--- src/rtl/multi_can_counter.sv ---
// Multi-channel can counter: per-column stock, dispense handshake FSM driving a
// one-hot motor enable for a fixed number of cycles, low/empty flags, error
// pulses on rejected requests and a saturating total-sold counter.
module multi_can_counter #(
    parameter int unsigned WIDTH       = 8,
    parameter int unsigned NCH         = 4,
    parameter int unsigned CH_W        = 2,
    parameter int unsigned LOW_THRESH  = 2,
    parameter int unsigned VEND_CYCLES = 3,
    parameter int unsigned SOLD_W      = 16
) (
    input  logic              clk,
    input  logic              reset_n,
    input  logic              load,
    input  logic [CH_W-1:0]   load_ch,
    input  logic [WIDTH-1:0]  count,
    input  logic              dispense,
    input  logic [CH_W-1:0]   disp_ch,
    output logic              busy,
    output logic [NCH-1:0]    vend,
    output logic              done,
    output logic              error,
    output logic [NCH-1:0]    empty,
    output logic [NCH-1:0]    low,
    output logic [SOLD_W-1:0] sold
);

    localparam int unsigned       CNT_W    = (VEND_CYCLES > 1) ? $clog2(VEND_CYCLES) : 1;
    localparam logic [CNT_W-1:0]  CNT_INIT = CNT_W'(VEND_CYCLES - 1);
    localparam logic [CH_W:0]     NCH_L    = (CH_W + 1)'(NCH);
    localparam logic [WIDTH-1:0]  LOW_L    = WIDTH'(LOW_THRESH);
    localparam logic [SOLD_W-1:0] SOLD_MAX = {SOLD_W{1'b1}};
    localparam logic [NCH-1:0]    ONE_HOT0 = {{(NCH - 1){1'b0}}, 1'b1};

    typedef enum logic [1:0] {StIdle, StVend, StDone} state_e;

    state_e              state_q, state_d;
    logic [WIDTH-1:0]    stock_q [NCH];
    logic [WIDTH-1:0]    stock_d [NCH];
    logic [CNT_W-1:0]    cnt_q, cnt_d;
    // vend_q doubles as the latched channel for the in-flight dispense
    logic [NCH-1:0]      vend_q, vend_d;
    logic                done_q, done_d;
    logic                error_q, error_d;
    logic [SOLD_W-1:0]   sold_q, sold_d;
    logic                load_ok, disp_ok, accept, reject, idle_req;

    // Request qualification; a load on the same edge suppresses any dispense
    always_comb begin
        load_ok  = load && ({1'b0, load_ch} < NCH_L);
        disp_ok  = 1'b0;
        if ({1'b0, disp_ch} < NCH_L) begin
            disp_ok = (stock_q[disp_ch] != '0);
        end
        idle_req = (state_q == StIdle) && !load && dispense;
        accept   = idle_req && disp_ok;
        reject   = idle_req && !disp_ok;
    end

    // Stock next-state: load wins, decrement only on an accepted (non-zero) dispense
    always_comb begin
        for (int i = 0; i < int'(NCH); i++) begin
            stock_d[i] = stock_q[i];
        end
        if (load_ok) begin
            stock_d[load_ch] = count;
        end else if (accept) begin
            stock_d[disp_ch] = stock_q[disp_ch] - 1'b1;
        end
    end

    // Dispense FSM next-state and registered-output next values
    always_comb begin
        state_d = state_q;
        cnt_d   = cnt_q;
        vend_d  = '0;
        done_d  = 1'b0;
        error_d = reject;
        sold_d  = sold_q;
        unique case (state_q)
            StIdle: begin
                if (accept) begin
                    state_d = StVend;
                    cnt_d   = CNT_INIT;
                    vend_d  = ONE_HOT0 << disp_ch;
                    sold_d  = (sold_q == SOLD_MAX) ? sold_q : sold_q + 1'b1;
                end
            end
            StVend: begin
                if (cnt_q == '0) begin
                    state_d = StDone;
                    done_d  = 1'b1;
                end else begin
                    cnt_d  = cnt_q - 1'b1;
                    vend_d = vend_q;
                end
            end
            StDone: begin
                state_d = StIdle;
            end
            default: begin
                state_d = StIdle;
            end
        endcase
    end

    // State registers with asynchronous reset
    always_ff @(posedge clk or negedge reset_n) begin
        if (!reset_n) begin
            state_q <= StIdle;
            cnt_q   <= '0;
            vend_q  <= '0;
            done_q  <= 1'b0;
            error_q <= 1'b0;
            sold_q  <= '0;
            for (int i = 0; i < int'(NCH); i++) begin
                stock_q[i] <= '0;
            end
        end else begin
            state_q <= state_d;
            cnt_q   <= cnt_d;
            vend_q  <= vend_d;
            done_q  <= done_d;
            error_q <= error_d;
            sold_q  <= sold_d;
            for (int i = 0; i < int'(NCH); i++) begin
                stock_q[i] <= stock_d[i];
            end
        end
    end

    // Stock flags decoded from the registered counts
    always_comb begin
        for (int i = 0; i < int'(NCH); i++) begin
            empty[i] = (stock_q[i] == '0);
            low[i]   = (stock_q[i] != '0) && (stock_q[i] <= LOW_L);
        end
    end

    assign busy  = (state_q != StIdle);
    assign vend  = vend_q;
    assign done  = done_q;
    assign error = error_q;
    assign sold  = sold_q;

endmodule

--- config.mk ---
export PLATFORM = sky130hd
export DESIGN_NAME = multi_can_counter
export DESIGN_NICKNAME = d
export VERILOG_FILES = /design/src/rtl/multi_can_counter.sv
export SDC_FILE = /design/constraint.sdc
export NUM_CORES = 1
export LEC_CHECK = 0
export ABC_AREA = 1
export ABC_CLOCK_PERIOD_IN_PS = 2100
export BUFFER_PORTS_ARGS = -buffer_cell sky130_fd_sc_hd__buf_4
export CAP_MARGIN = 20
export CORE_UTILIZATION = 59
export CTS_CLUSTER_DIAMETER = 80
export DETAILED_ROUTE_END_ITERATION = 10
export PLACE_DENSITY_LB_ADDON = 0.2
export SLEW_MARGIN = 20
export SYNTH_ARGS = -nofsm -noshare
export SYNTH_HDL_FRONTEND = slang
export SYNTH_SLANG_ARGS = --single-unit
--- constraint.sdc ---
create_clock -name clk -period 2.1 [get_ports clk]
set_input_delay 0.63 -clock clk [delete_from_list [all_inputs] [get_ports clk]]
set_output_delay 0.63 -clock clk [all_outputs]
set_load 0.01 [all_outputs]
==> flow_metrics.py, run 1 <==
metrics = {
    "global_route": {
        "grt_max_degree": 31,
        "antenna_found_initial": 0,
        "first_global_vias": 3829,
        "overflow": 0,
        "grt_pass1_wl_um": 18330,
        "grt_usage_pct": 37.67,
    },
    "power": {
        "irDropWorstVdd_uv": 786.5,
        "combPwrFrac_pct": 43.9,
        "p_switching_uw": 2048,
        "cellLeakagePower_uw": 0.002661,
        "internal_power_uw": 2977,
        "seqPwrFrac_pct": 32.2,
        "power_frac_clock_pct": 23.9,
        "p_sw_share_pct": 40.76,
        "power.density_nw_per_um2": 1028,
    },
    "clock_tree": {
        "cts_buffer_depth": 2,
        "cts_made_buffers": 9,
        "cts_hold_buf": 0,
        "worstSkewPairLatency_ps": 350,
        "cts_tree": "built",
        "htree_num_levels": 3,
        "cts.sinks": 58,
        "clk_pin_slew_ps": 80,
        "cts-root-buf": "clkbuf_8",
    },
    "synth": {
        "synth_area_leaders": "dfrtp_1, nand2_1, nand3_1",
        "ys_seq_elements": 58,
        "synth_cell_type_count": 31,
        "ys_warn_count": 0,
        "synth_fp_nets": 550,
        "postSynthCellCount": 530,
        "syn-cell-area_um2": 3749,
        "yosys.area.top_type_share_pct": 38.72,
        "synth_top_cell_by_area": "dfrtp_1",
        "synth_seq_area_share_pct": 38.72,
        "syn_area_per_cell_um2": 7.073,
    },
    "worst_setup_path": {
        "regToRegEndpoint": "stock_q[25]",
        "crit_path_end_kind": "primary output",
        "crit_family": "simple AND/OR/NAND/NOR gates",
        "cpMaxStageDelayCell": "or4_4",
        "rrSetupSlack_ps": 100,
        "crit_chain": "or4_4, nor4_4, buf_4",
        "reg2regPathDepth": 12,
        "cp_max_fo": 2,
        "crit_required_ps": 1470,
        "cp.arrival_ps": 1660,
        "path_buf_inv": 1,
        "path_class": "reg2out",
        "max_stage_delay_ps": 590,
        "cp.depth": 3,
        "reg2reg_from": "stock_q[12]",
        "critPathLaunchType": "flip-flop",
    },
    "drt": {
        "drt-total-wl_um": 11770,
        "drc": 0,
        "wl_per_cell_um": 16.56,
        "vias_per_cell": 5.850,
        "drtPass1Iterations": 9,
        "vias": 4159,
        "first_iter_violations": 357,
        "antenna_left": 0,
    },
    "finish": {
        "drive_above_1_share_pct": 25.79,
        "final_nets": 651,
        "layout_commonest_cell": "nand2_1",
        "syn_to_final_growth_pct": 30.34,
        "layout_common_cells": "nand2_1, buf_4, nand3_1",
        "diodes": 0,
    },
    "timing": {
        "min_period_over_period_pct": 109.2,
        "finalHoldViolations": 0,
        "finalSetupTns_ps": -684.8,
        "tightest_slew_ps": 462.4,
        "finalSetupViolCount": 6,
        "rsz0062_at_grt": "yes",
        "fin_ws_ps": -193.1,
        "slew_violations": 0,
        "max_freq_mhz": 436.1,
        "hold_slack_ps": 202.4,
        "fin_crit_ps": 2293,
        "fin_skew_ps": 13.18,
        "relSlewSlack_pct": 68.89,
    },
    "floorplan": {
        "die_w_um": 81.71,
        "io_pins": 47,
        "die-area_um2": 6677,
        "die_h_um": 81.71,
        "core_um2": 6026,
        "start_util_pct": 62.21,
        "row_count": 28,
    },
    "min_path": {
        "hold_class": "in2async",
    },
    "place": {
        "globalplace.congestion": 1.112,
        "post-place-ws_ps": -231.6,
        "port_buffers": 46,
        "hpwlAfterDp_um": 8547,
    },
    "status": {
        "status": "complete, but fails checks",
        "failed_checks": "negative setup slack",
    },
    "job": {
        "drv_cap": 0,
    },
}
## repair_timing
action	CTS	global route
pin swaps	3	3
cloned	0	0
setup endpoints to repair	7	49
setup buffers	8	1
resized for setup	8	11
## worst max path at each step
stage	slack (ps)	from	end
floorplan	8	disp_ch[1]	sold[1]
finish	-190	stock_q[5]	low[3]
global route	-230	stock_q[5]	low[3]
detailed placement	-230	disp_ch[0]	sold[15]
global placement	-220	disp_ch[0]	sold[15]
CTS	-210	stock_q[5]	empty[3]
## worst reg2reg max path, cell delays in order (launching register included)
cell	delay (ps)
dfrtp_1	390
buf_4	140
buf_4	140
nand3_1	80
nand2_1	60
nor2_2	230
nand2_4	120
nor2_8	140
nand2_4	110
nand3_2	120
buf_4	170
nand3_1	130
nand2_1	100
## cells in the mapped netlist
cell type,instances
nand3_2,4
nor2_8,1
clkbuf_1,2
nor4_1,8
o21ai_0,11
nor2_1,33
buf_8,1
or2_2,3
buf_6,5
ha_1,4
buf_2,2
inv_2,2
xnor2_1,9
inv_4,1
nand2_4,4
nor2_2,6
xor2_1,7
buf_1,1
nand4_1,4
or4_1,2
nor2_4,1
nand2_1,195
o22ai_1,12
inv_1,39
o21ai_2,4
dfrtp_1,58
nand3_1,98
nor3_1,5
nand3b_1,1
nor3_2,1
nand2_2,6
## state kept, by name (all words and copies together), names as in the netlist
name     flops
vend         4
error        1
cnt_q        2
state_q      2
stock_q     32
done         1
sold        16
## area by class of cell
class | count | area, um^2
Multi-Input combinational cell | 419 | 2172
Clock inverter | 7 | 101.3
Timing Repair Buffer | 101 | 783.3
Fill cell | 415 | 1140
Sequential cell | 58 | 1451
Inverter | 42 | 160.2
Clock buffer | 9 | 123.9
Tap cell | 75 | 93.84
## per-layer routing
| metal | wire length (um) | vias up | share of wire [%] | global-route usage [%] |
|---|---|---|---|---|
| li1 | - | 1948 | - | - |
| met1 | 4679 | 1892 | 40 | 49.79 |
| met2 | 5216 | 268 | 44 | 58.25 |
| met3 | 1400 | 51 | 12 | 9.111 |
| met4 | 474 | 0 | 4.0 | 17.19 |
| met5 | 0 | - | 0 | 0 |
## cells by family (layout without fill, tap and decap cells)
| logic type | count (synthesis) | after routing | synth area share (%) |
|---|---|---|---|
| AOI/OAI and AO/OA | 27 | 27 | 4.406 |
| xor gates and xnor gates | 16 | 16 | 3.738 |
| adders and majority gates | 4 | 4 | 1.335 |
| buffers and inverters | 53 | 159 | 6.742 |
| DFF | 58 | 58 | 38.72 |
| and+or+nand+nor | 372 | 372 | 45.06 |
## power groups by stage
stage,clock (uW),sequential (uW),combinational [uW]
after CTS,1200,1580,2050
after floorplan,0,1520,1170
after detailed placement,0,1600,1900
final,1200,1620,2210
after global routing,1250,1630,2410
after global placement,0,1600,1840
## stage by stage
step | area, um^2 | util [%] | cells | total power, uW
after floorplan | 3754 | - | 530 | 2694
after global placement | 4471 | 74.19 | 686 | 3442
after detailed placement | 4471 | 74.19 | 686 | 3501
after CTS | 4798 | 79.63 | 710 | 4823
after global routing | 4886 | 81.08 | 711 | 5285
final | 4886 | 81.08 | 711 | 5025
Note: power is estimated with default switching activity, not from simulation.
==> run 2: changes to the inputs <==
Settings changed: BUFFER_PORTS_ARGS -buffer_cell sky130_fd_sc_hd__buf_4 to -buffer_cell sky130_fd_sc_hd__buf_2.
==> run 2 against run 1 <==
The run still ends with negative setup slack left. Utilization shrank 1.8 points. Worst setup slack gained 4.1 ps. Worst hold slack gained 30 ps. Cell count grew 0.14%. Design area shrank 2.3%. Combinational power shrank 5%. Sequential power is essentially flat. First-iteration DRC count grew 54%. Critical path type unchanged. Critical endpoint is now empty[2].
==> flow_metrics.py, run 2 (synthesized netlist as in run 1, its figures left out) <==
metrics = {
    "status": {
        "status": "complete, but fails checks",
        "failed_checks": "negative setup slack",
    },
    "drt": {
        "first_iter_violations": 551,
        "vias_per_cell": 5.791,
        "drc": 0,
        "wl_per_cell_um": 16.92,
        "antenna_left": 0,
        "vias": 4123,
        "drtPass1Iterations": 8,
        "drt-total-wl_um": 12050,
    },
    "floorplan": {
        "core_um2": 6026,
        "die-area_um2": 6677,
        "row_count": 28,
        "die_w_um": 81.71,
        "die_h_um": 81.71,
        "start_util_pct": 62.21,
        "io_pins": 47,
    },
    "worst_setup_path": {
        "path_class": "reg2out",
        "crit_family": "simple AND/OR/NAND/NOR gates",
        "reg2regPathDepth": 11,
        "path_buf_inv": 1,
        "cpMaxStageDelayCell": "or4_4",
        "cp.depth": 3,
        "max_stage_delay_ps": 580,
        "crit_path_end_kind": "primary output",
        "crit_chain": "or4_4, nor4_4, buf_2",
        "critPathLaunchType": "flip-flop",
        "crit_required_ps": 1470,
        "cp.arrival_ps": 1660,
        "cp_max_fo": 2,
    },
    "global_route": {
        "antenna_found_initial": 0,
        "first_global_vias": 3693,
        "grt_pass1_wl_um": 18180,
        "grt_max_degree": 40,
        "grt_usage_pct": 37.32,
        "overflow": 0,
    },
    "finish": {
        "syn_to_final_growth_pct": 27.40,
        "final_nets": 652,
        "utilization_pct": 79.26,
        "multiInputGateArea_um2": 2165,
        "largest_reg_flops": 32,
        "seq_area_um2": 1454,
        "final_area_um2": 4776,
        "top_register": "stock_q",
        "drive_above_1_share_pct": 26.37,
        "layout_commonest_cell": "nand2_1",
        "layout_common_cells": "nand2_1, nand3_1, dfrtp_1",
        "diodes": 0,
        "fillers": 428,
    },
    "clock_tree": {
        "cts_tree": "built",
        "worstSkewPairLatency_ps": 350,
        "cts_hold_buf": 0,
        "htree_num_levels": 3,
        "cts.sinks": 58,
        "clk_pin_slew_ps": 80,
        "cts_buffer_depth": 2,
        "cts_made_buffers": 9,
        "cts-root-buf": "clkbuf_8",
    },
    "timing": {
        "min_period_over_period_pct": 109.0,
        "fin_ws_ps": -188.9,
        "max_freq_mhz": 436.9,
        "rsz0062_at_grt": "yes",
        "slew_violations": 0,
        "finalSetupViolCount": 7,
        "fin_skew_ps": 10.06,
        "relSlewSlack_pct": 67.37,
        "fin_crit_ps": 2289,
        "finalHoldViolations": 0,
        "tightest_slew_ps": 489.5,
    },
    "place": {
        "globalplace.congestion": 1.005,
        "post-place-ws_ps": -295.4,
        "port_buffers": 46,
        "place_area_um2": 4348,
        "hpwlAfterDp_um": 8668,
    },
    "min_path": {
        "hold_class": "in2async",
    },
    "power": {
        "power.density_nw_per_um2": 1030,
        "cellLeakagePower_uw": 0.002652,
        "power_uw": 4918,
        "irDropWorstVdd_uv": 758.0,
    },
    "job": {
        "drv_cap": 0,
    },
}
run 2: final timing paths:
check / from / end / slack, ps
max in group asynchronous: reset_n / sold[4] / 1280
worst min register to register: vend[2] / vend[2] / 500
min in group clk: vend[2] / vend[2] / 500
worst min-delay path: reset_n / stock_q[15] / 230
worst max-delay path: stock_q[12] / empty[2] / -190
worst max register to register: stock_q[8] / stock_q[5] / 160
run 2: per-stage QoR:
stage          instances  hold WS (ps)  setup TNS [ps]
2_1_floorplan        530         334.4               0
3_3_place_gp         685         458.4          -12390
3_5_place_dp         685         463.6          -12340
4_1_cts              707         242.7          -703.0
5_1_grt              712         267.7           -1413
6_report             712         232.1          -857.0
run 2: report_power, final:
| group | switching (uW) | total [uW] | internal (uW) | leakage [uW] |
|---|---|---|---|---|
| Clock | 530 | 1210 | 678 | 0.000106 |
| Combinational | 1230 | 2100 | 868 | 0.00176 |
| Sequential | 274 | 1610 | 1340 | 0.000782 |
| Total | 2040 | 4920 | 2880 | 0.00265 |
run 2: worst register-to-register path: cells and delay by family (launching register included):
kind	cells	cell delay, ps
flip-flops	1	510
adder cells (fa/ha/maj)	1	160
AND/OR/NAND/NOR	10	1170
run 2: routing by layer:
metal	wire [um]	vias to the layer above	GRT usage, %
met4	445	0	17.54
met2	5296	286	55.08
met3	1262	46	8.000
met1	5041	1856	51.81
met5	0	-	0
li1	-	1935	-
run 2: final cells by class:
type                            count  share of cell area [%]
Clock buffer                        9                   2.594
Clock inverter                      7                   2.122
Inverter                           42                   3.353
Multi-Input combinational cell    419                   45.32
Sequential cell                    58                   30.44
Tap cell                           75                   1.965
Timing Repair Buffer              102                   14.20
run 2: what timing repair did:
action	4_1_cts	5_1_grt
endpoints found under the setup margin	7	57
buffers inserted	6	5
gates resized for setup	10	13
pin swaps	1	6
endpoints found under the hold margin	0	0
==> run 3: changes to the inputs <==
Settings changed: RECOVER_POWER set to 50.
==> run 3 against run 2 <==
The flow still finishes with violations (negative setup slack). Worst setup slack got worse by 8.0 ps. Non-clock buffer count did not move. Largest cell class unchanged. Clock-buffer cell count did not move. Register-to-register slack barely moved.
==> flow_metrics.py, run 3 (synthesized netlist as in run 1, its figures left out) <==
metrics = {
    "finish": {
        "largest_reg_flops": 32,
        "syn_to_final_growth_pct": 26.77,
        "drive_above_1_share_pct": 24.96,
        "final_area_um2": 4752,
        "fillers": 438,
        "layout_common_cells": "nand2_1, nand3_1, dfrtp_1",
        "final_nets": 652,
        "top_register": "stock_q",
        "diodes": 0,
        "layout_commonest_cell": "nand2_1",
    },
    "clock_tree": {
        "htree_num_levels": 3,
        "cts_hold_buf": 0,
        "cts.sinks": 58,
        "clk_pin_slew_ps": 80,
        "worstSkewPairLatency_ps": 350,
        "cts_tree": "built",
        "cts_buffer_depth": 2,
        "cts_made_buffers": 9,
        "cts-root-buf": "clkbuf_8",
    },
    "power": {
        "cellLeakagePower_uw": 0.002610,
        "power.density_nw_per_um2": 1033,
        "irDropWorstVdd_uv": 756.8,
    },
    "timing": {
        "tightest_slew_ps": 1125,
        "fin_crit_ps": 2297,
        "finalHoldViolations": 0,
        "relSlewSlack_pct": 24.99,
        "min_period_over_period_pct": 109.4,
        "rsz0062_at_grt": "yes",
        "fin_ws_ps": -196.9,
        "finalSetupViolCount": 7,
        "max_freq_mhz": 435.4,
        "fin_skew_ps": 9.803,
        "slew_violations": 0,
    },
    "floorplan": {
        "io_pins": 47,
        "core_um2": 6026,
        "die_h_um": 81.71,
        "die_w_um": 81.71,
        "die-area_um2": 6677,
        "row_count": 28,
        "start_util_pct": 62.21,
    },
    "worst_setup_path": {
        "cp.arrival_ps": 1670,
        "path_class": "reg2out",
        "crit_required_ps": 1470,
        "critPathLaunchType": "flip-flop",
        "reg2reg_from": "stock_q[8]",
        "regToRegEndpoint": "stock_q[4]",
        "cp_max_fo": 2,
        "crit_path_end_kind": "primary output",
        "reg2regPathDepth": 9,
        "cp-startpoint": "stock_q[12]",
        "rrSetupSlack_ps": 150,
    },
    "drt": {
        "wl_per_cell_um": 16.90,
        "drtPass1Iterations": 5,
        "vias_per_cell": 5.746,
        "antenna_left": 0,
        "first_iter_violations": 556,
        "vias": 4091,
        "drc": 0,
        "drt-total-wl_um": 12030,
    },
    "place": {
        "hpwlAfterDp_um": 8668,
        "post-place-ws_ps": -295.4,
        "port_buffers": 46,
        "globalplace.congestion": 1.005,
        "place_area_um2": 4348,
    },
    "global_route": {
        "antenna_found_initial": 0,
        "overflow": 0,
        "grt_usage_pct": 37.32,
        "grt_pass1_wl_um": 18180,
        "first_global_vias": 3693,
        "grt_max_degree": 40,
    },
    "status": {
        "status": "complete, but fails checks",
        "failed_checks": "negative setup slack",
    },
    "min_path": {
        "hold_class": "in2async",
    },
    "job": {
        "drv_cap": 0,
    },
}
==> run 3: cell types whose count changed in the layout (fill, tap and decap cells not counted), sizes merged <==
cell / change
buf: -10
clkbuf: +10
==> run 3: stage by stage <==
| stage | TNS, ps | std cells | total power [uW] | util (%) | hold WS [ps] |
|---|---|---|---|---|---|
| 3_5_place_dp | -12340 | 685 | 3414 | 72.16 | 463.6 |
| 2_1_floorplan | 0 | 530 | 2694 | - | 334.4 |
| 3_3_place_gp | -12390 | 685 | 3370 | 72.16 | 458.4 |
| 6_report | -893.9 | 712 | 4911 | 78.86 | 466.5 |
| 5_1_grt | -1413 | 712 | 5171 | 78.86 | 538.0 |
| 4_1_cts | -703.0 | 707 | 4726 | 77.43 | 242.7 |
==> run 3: where the power goes <==
group | total [uW] | switching (uW) | internal, uW
registers | 1610 | 275 | 1340
clock network | 1210 | 530 | 678
logic | 2090 | 1230 | 860
==> run 3: worst max path at each step <==
| stage | end | cells past startpoint |
|---|---|---|
| global route | low[2] | 3 |
| CTS | empty[3] | 3 |
| global placement | stock_q[2] | 11 |
| floorplan | sold[1] | 14 |
| detailed placement | sold[13] | 14 |
| finish | empty[2] | 3 |
==> run 3: cell type report <==
class | count | area [um^2] | area share (%)
flip-flops and latches | 58 | 1454 | 30.59
clock buffers | 9 | 123.9 | 2.607
repair buffers | 102 | 654.4 | 13.77
inverters | 42 | 160.2 | 3.370
clock inverters | 7 | 101.3 | 2.133
well taps | 75 | 93.84 | 1.975
multi-input cells | 419 | 2165 | 45.55
==> run 3: critical path, cell delays in order (launching register included) <==
cell	delay [ps]
dfrtp_1	390
or4_4	580
nor4_4	170
buf_2	170
==> run 3: what timing repair did <==
action | in CTS | in global routing
setup endpoints to repair | 7 | 57
gates resized for setup | 10 | 13
buffers inserted | 6 | 5
pin swaps | 1 | 6
endpoints found under the hold margin | 0 | 0
==> run 3: layer usage <==
layer	vias up	GRT usage (%)	routed length (um)
li1	1932	-	-
met1	1837	51.81	4954
met2	270	55.08	5237
met3	52	8.000	1360
met4	0	17.54	478
met5	-	0	0
